## config.mk

```make
export PLATFORM = sky130hd
export DESIGN_NAME = operand_fetch_stage
export DESIGN_NICKNAME = d
export VERILOG_FILES = /design/src/rtl/operand_fetch_stage.sv
export SDC_FILE = /design/constraint.sdc
export NUM_CORES = 1
export LEC_CHECK = 0
export BUFFER_PORTS_ARGS = -buffer_cell sky130_fd_sc_hd__buf_4
export CAP_MARGIN = 20
export CORE_ASPECT_RATIO = 0.8
export CORE_UTILIZATION = 35
export DETAILED_ROUTE_END_ITERATION = 10
export REMOVE_ABC_BUFFERS = 1
export SLEW_MARGIN = 20
export SYNTH_ARGS = -nofsm -noshare
export SYNTH_HDL_FRONTEND = slang
export SYNTH_SLANG_ARGS = --single-unit
```

## constraint.sdc

```tcl
create_clock -name clk -period 2.25 [get_ports clk]
set_input_delay 0.225 -clock clk [delete_from_list [all_inputs] [get_ports clk]]
set_output_delay 0.225 -clock clk [all_outputs]
set_load 0.05 [all_outputs]
```

## src/rtl/operand_fetch_stage.sv

```systemverilog
// operand_fetch_stage
//   Sits between decode and execute. It drives the register file read
//   addresses and resolves the two source operands, taking same-cycle
//   writeback data in preference to register file data. A scoreboard tracks
//   destination registers whose writes are still in flight. Decode is stalled
//   on read-after-write and write-after-write hazards. Resolved operands are
//   registered into a valid/ready slot for execute.
//
// Optional feature (macro OPERAND_FETCH_ZERO_REG_EN):
//   defined   - r0 reads as zero, is never marked pending, never causes a stall
//   undefined - r0 is an ordinary register
//
// Ports:
//   clk, rst                 clock, asynchronous active-low reset
//   in_*                     instruction from decode (valid/ready handshake)
//   src_reg1/2, src_data1/2  register file read address / combinational data
//   wb_en, wb_reg, wb_data   writeback bus (also drives the register file)
//   flush                    squash the output slot
//   ex_*                     registered operand slot for execute (valid/ready)
//   pending                  scoreboard, bit n set = write to rn in flight

module operand_fetch_stage #(
    parameter int DATA_WIDTH     = 16,
    parameter int REG_ADDR_WIDTH = 4,
    parameter int OPCODE_WIDTH   = 4
) (
    input  logic                         clk,
    input  logic                         rst,
    input  logic                         in_valid,
    output logic                         in_ready,
    input  logic [OPCODE_WIDTH-1:0]      in_opcode,
    input  logic [DATA_WIDTH-1:0]        in_imm,
    input  logic [REG_ADDR_WIDTH-1:0]    in_src1,
    input  logic [REG_ADDR_WIDTH-1:0]    in_src2,
    input  logic                         in_use1,
    input  logic                         in_use2,
    input  logic [REG_ADDR_WIDTH-1:0]    in_dst,
    input  logic                         in_writes_dst,
    output logic [REG_ADDR_WIDTH-1:0]    src_reg1,
    output logic [REG_ADDR_WIDTH-1:0]    src_reg2,
    input  logic [DATA_WIDTH-1:0]        src_data1,
    input  logic [DATA_WIDTH-1:0]        src_data2,
    input  logic                         wb_en,
    input  logic [REG_ADDR_WIDTH-1:0]    wb_reg,
    input  logic [DATA_WIDTH-1:0]        wb_data,
    input  logic                         flush,
    output logic                         ex_valid,
    input  logic                         ex_ready,
    output logic [DATA_WIDTH-1:0]        ex_op_a,
    output logic [DATA_WIDTH-1:0]        ex_op_b,
    output logic [DATA_WIDTH-1:0]        ex_imm,
    output logic [OPCODE_WIDTH-1:0]      ex_opcode,
    output logic [REG_ADDR_WIDTH-1:0]    ex_dst,
    output logic                         ex_writes_dst,
    output logic [2**REG_ADDR_WIDTH-1:0] pending
);

    logic                        byp1, byp2;
    logic                        haz1, haz2, waw;
    logic                        wb_hits_dst;
    logic                        slot_free, fire;
    logic                        zero1, zero2, zero_dst;
    logic [DATA_WIDTH-1:0]       operand1, operand2;
    logic [2**REG_ADDR_WIDTH-1:0] pending_nxt;

`ifdef OPERAND_FETCH_ZERO_REG_EN
    assign zero1    = (in_src1 == '0);
    assign zero2    = (in_src2 == '0);
    assign zero_dst = (in_dst == '0);
`else
    assign zero1    = 1'b0;
    assign zero2    = 1'b0;
    assign zero_dst = 1'b0;
`endif

    assign src_reg1 = in_src1;
    assign src_reg2 = in_src2;

    assign byp1        = wb_en & (wb_reg == in_src1);
    assign byp2        = wb_en & (wb_reg == in_src2);
    assign wb_hits_dst = wb_en & (wb_reg == in_dst);

    assign operand1 = zero1 ? '0 : (byp1 ? wb_data : src_data1);
    assign operand2 = zero2 ? '0 : (byp2 ? wb_data : src_data2);

    // A pending source is fine when its value is arriving on writeback now.
    assign haz1 = in_use1 & pending[in_src1] & ~byp1 & ~zero1;
    assign haz2 = in_use2 & pending[in_src2] & ~byp2 & ~zero2;
    assign waw  = in_writes_dst & pending[in_dst] & ~wb_hits_dst & ~zero_dst;

    assign slot_free = ~ex_valid | ex_ready;
    assign in_ready  = slot_free & ~haz1 & ~haz2 & ~waw & ~flush;
    assign fire      = in_valid & in_ready;

    // Order matters: writeback clear, then issue set (wins on same index),
    // then release of a squashed slot's destination.
    always_comb begin
        pending_nxt = pending;
        if (wb_en)
            pending_nxt[wb_reg] = 1'b0;
        if (fire & in_writes_dst & ~zero_dst)
            pending_nxt[in_dst] = 1'b1;
        if (flush & ex_valid & ex_writes_dst)
            pending_nxt[ex_dst] = 1'b0;
    end

    always_ff @(posedge clk or negedge rst) begin
        if (!rst) begin
            pending       <= '0;
            ex_valid      <= 1'b0;
            ex_op_a       <= '0;
            ex_op_b       <= '0;
            ex_imm        <= '0;
            ex_opcode     <= '0;
            ex_dst        <= '0;
            ex_writes_dst <= 1'b0;
        end else begin
            pending <= pending_nxt;
            if (flush) begin
                ex_valid <= 1'b0;
            end else if (fire) begin
                ex_valid      <= 1'b1;
                ex_op_a       <= operand1;
                ex_op_b       <= operand2;
                ex_imm        <= in_imm;
                ex_opcode     <= in_opcode;
                ex_dst        <= in_dst;
                ex_writes_dst <= in_writes_dst;
            end else if (ex_ready) begin
                ex_valid <= 1'b0;
            end
        end
    end

endmodule

```

==> flow_metrics.py <==
metrics = {
    "cells_and_area": {
        "multi_input_area_um2": 2400,
        "layout-drive-gt1-share_pct": 63.60,
        "design_area_um2": 6753,
        "regArea_um2": 1852,
        "finalNonFillerCells": 703,
        "fin_nets": 643,
        "diodes": 0,
        "fillers": 963,
        "areaGrowthSynthToFinish_pct": 59.77,
    },
    "timing": {
        "fin_crit_sh_pct": 116.9,
        "skew_ns": 0.009563,
        "setup_viol": 75,
        "period_needed_ns": 2.630,
        "fmax_mhz": 380.2,
        "relSlewSlack_pct": 61.31,
        "rsz0062_at_grt": "yes",
        "fin_ws_ns": -0.3805,
        "tightest_slew_ns": 0.5804,
        "maxSlewViolCount": 0,
        "setup_tns_ns": -14.33,
        "finalHoldViolCount": 0,
    },
    "detailed_routing": {
        "drt_pre_antenna_iters": 8,
        "wl_um": 14570,
        "routed_wire_length_per_instance_um": 20.72,
        "ant_nets": 0,
        "drc_errors": 28,
        "drt-initial-drc-count": 269,
        "via_count": 3735,
        "avgViaCountPerCell": 5.313,
    },
    "logic_synthesis": {
        "syn_area_per_cell_um2": 12.58,
        "yosysWarnings": 0,
        "yosysSeqAreaShare_pct": 43.81,
        "synth_most_common_cell": "dfrtp_1",
        "synth_edf_count": 0,
        "synth-main-ff-cell": "dfrtp_1",
        "ys_seq_elements": 74,
        "synth_area_leaders": "dfrtp_1, mux2_2, mux4_2",
        "async_flop_share_pct": 100.0,
        "ys_types": 39,
        "synth_area_um2": 4227,
        "syn-instance-count": 336,
        "yosysTopAreaCell": "dfrtp_1",
        "ys_top_cells_by_count": "dfrtp_1, mux2_2, mux2_1, nand2_1, a41o_1",
        "synth_top_area_share_pct": 43.81,
    },
    "floorplan": {
        "initial_core_util_pct": 36.28,
        "die_y_um": 100.3,
        "core_um2": 11650,
        "num_io_pins": 176,
        "die-area_um2": 12520,
        "rows": 35,
        "die_w_um": 124.9,
    },
    "critical_path": {
        "worstSetupStartpointType": "flop",
        "crit_start": "pending[15]$_DFF_PN0_",
        "crit_buf_inv": 1,
        "slowest_delay_ns": 0.49,
        "worstPathCellList": "mux4_2, mux2i_1, mux2i_1, a32o_2, nor4_4, buf_6",
        "cp.required_ns": 2.03,
        "worstPathMaxFanout": 4,
        "crit_family": "multiplexers",
        "cp_slowest_cell": "mux4_2",
        "cp_data_arrival_time_ns": 2.41,
        "critPathMostFrequentCell": "mux2i_1",
        "rr_startpoint": "pending[4]$_DFF_PN0_",
        "critical_path_class": "flop to primary output",
        "crit_path_end_kind": "primary output",
    },
    "grt": {
        "gr-total-overflow": 0,
        "grt_max_degree": 44,
        "grt_util_all_layers_pct": 24.05,
        "grt_pass1_wl_um": 22770,
        "grt_pass1_vias": 3898,
        "antenna_found_initial": 0,
    },
    "min_path": {
        "hold_path_class": "input pin to flop",
        "hp-start": "in_imm[13]",
    },
    "placement": {
        "portBuffers": 175,
        "hpwl_um": 9827,
        "dpl_cell_area_um2": 5817,
        "gp_congestion": 1.006,
        "dp_cells": 664,
    },
    "status": {
        "status": "finished, violations left",
        "violations": "DRC, setup timing",
    },
    "clock_network": {
        "root_buffer": "clkbuf_16",
        "clock_latency_ns": 0.33,
        "path_clk_slew_ns": 0.06,
        "cts_tree": "yes",
        "clock_path_buffers": 2,
        "numCtsBuffers": 9,
        "cts.sinks": 74,
        "htreeDepth": 3,
    },
    "run": {
        "drv_cap": 0,
    },
    "power": {
        "powerDensity_nw_per_um2": 1062,
        "total_leakage_power_nw": 3.346,
        "vdd_drop_max_uv": 614.7,
    },
}
[layer usage]
metal | GRT usage [%] | vias to the layer above | wire length [µm]
li1 | - | 1689 | -
met4 | 8.630 | 0 | 372
met2 | 39.46 | 199 | 7017
met5 | 0 | - | 0
met3 | 6.183 | 35 | 1146
met1 | 31.00 | 1812 | 6032
[metrics by stage]
step / hold slack [ns] / util [%] / setup slack, ns / power, mW
floorplan: -0.07059 / - / -1.504 / 3.981
global route: 0.1102 / 57.97 / -0.4360 / 7.442
finish: 0.1223 / 57.97 / -0.3805 / 7.169
CTS: 0.1133 / 59.26 / -0.3938 / 7.235
global placement: 0.2565 / 49.94 / -0.2339 / 5.198
detailed placement: 0.2621 / 49.94 / -0.2883 / 5.234
[where the power goes]
group	switching (mW)	total, mW	internal, mW
Clock	0.575	1.47	0.891
Combinational	2.17	3.70	1.53
Sequential	0.294	2.00	1.71
Total	3.04	7.17	4.13
[final timing paths]
| path | endpoint | slack, ns | depth (start not counted) |
|---|---|---|---|
| hold reg to reg | ex_op_a[1]$_DFFE_PN0P_ | 0.51 | 1 |
| max in group asynchronous | ex_op_b[0]$_DFFE_PN0P_ | 1.21 | 3 |
| setup / recovery | in_ready | -0.38 | 6 |
| setup reg to reg | ex_op_a[1]$_DFFE_PN0P_ | -0.32 | 11 |
| hold / removal | ex_imm[13]$_DFFE_PN0P_ | 0.12 | 2 |
| min in group asynchronous | ex_op_a[13]$_DFFE_PN0P_ | 0.44 | 2 |
[worst register-to-register path, cell delays in order, from the launching register on]
cell and delay (ns):
dfrtp_1 0.44, buf_6 0.15, mux4_2 0.45, mux2i_1 0.14, mux2_4 0.18, nor3b_4 0.05
nor3_4 0.23, buf_6 0.15, buf_8 0.12, buf_12 0.12, buf_16 0.12, mux2_4 0.30
[final cells by class]
| type | instances | area share [%] |
|---|---|---|
| Clock inverter | 6 | 0.9635 |
| Inverter | 4 | 0.2223 |
| Tap cell | 148 | 2.742 |
| Timing Repair Buffer | 232 | 29.57 |
| Multi-Input combinational cell | 229 | 35.54 |
| Sequential cell | 74 | 27.42 |
| Clock buffer | 10 | 3.539 |
[registers in the layout (all words and copies together), names as in the netlist]
name	cells
ex_imm	16
ex_op_a	16
ex_op_b	16
pending	16
ex_dst	4
ex_opcode	4
ex_valid	1
ex_writes_dst	1
[cells by family after synthesis]
logic type	share of synthesized area, %
AOI/OAI and AO/OA	8.023
buffers and inverters	5.032
DFF	43.81
muxes	32.21
xor gates and xnor gates	2.487
and+or+nand+nor	8.437
[what timing repair did]
item / 4_1_cts / 5_1_grt
endpoints found under the hold margin: 42 / 0
pin swaps: 5 / 2
buffers inserted: 17 / 4
cloned: 11 / 0
resized for setup: 94 / 7
hold buffers: 1 / 0
setup endpoints to repair: 74 / 75
[cells in the final DEF (no fill, tap or decap), drive strengths merged, types with 2 or more instances in the layout]
master / Yosys / final
nand2b: 2 / 2
xnor2: 3 / 3
nand3: 9 / 9
xor2: 9 / 9
clkinv: 0 / 3
o21ai: 8 / 8
nor3b: 3 / 3
dfrtp: 74 / 74
nand2: 20 / 20
mux4: 12 / 12
buf: 23 / 231
nor4: 2 / 2
nor2: 11 / 11
nor2b: 7 / 7
mux2i: 10 / 10
inv: 4 / 5
clkbuf: 6 / 10
o211a: 2 / 2
nor3: 5 / 5
o311a: 6 / 6
and3: 3 / 3
a21oi: 7 / 7
mux2: 88 / 88
a41o: 15 / 15
Power figures use the tool's default switching activity.
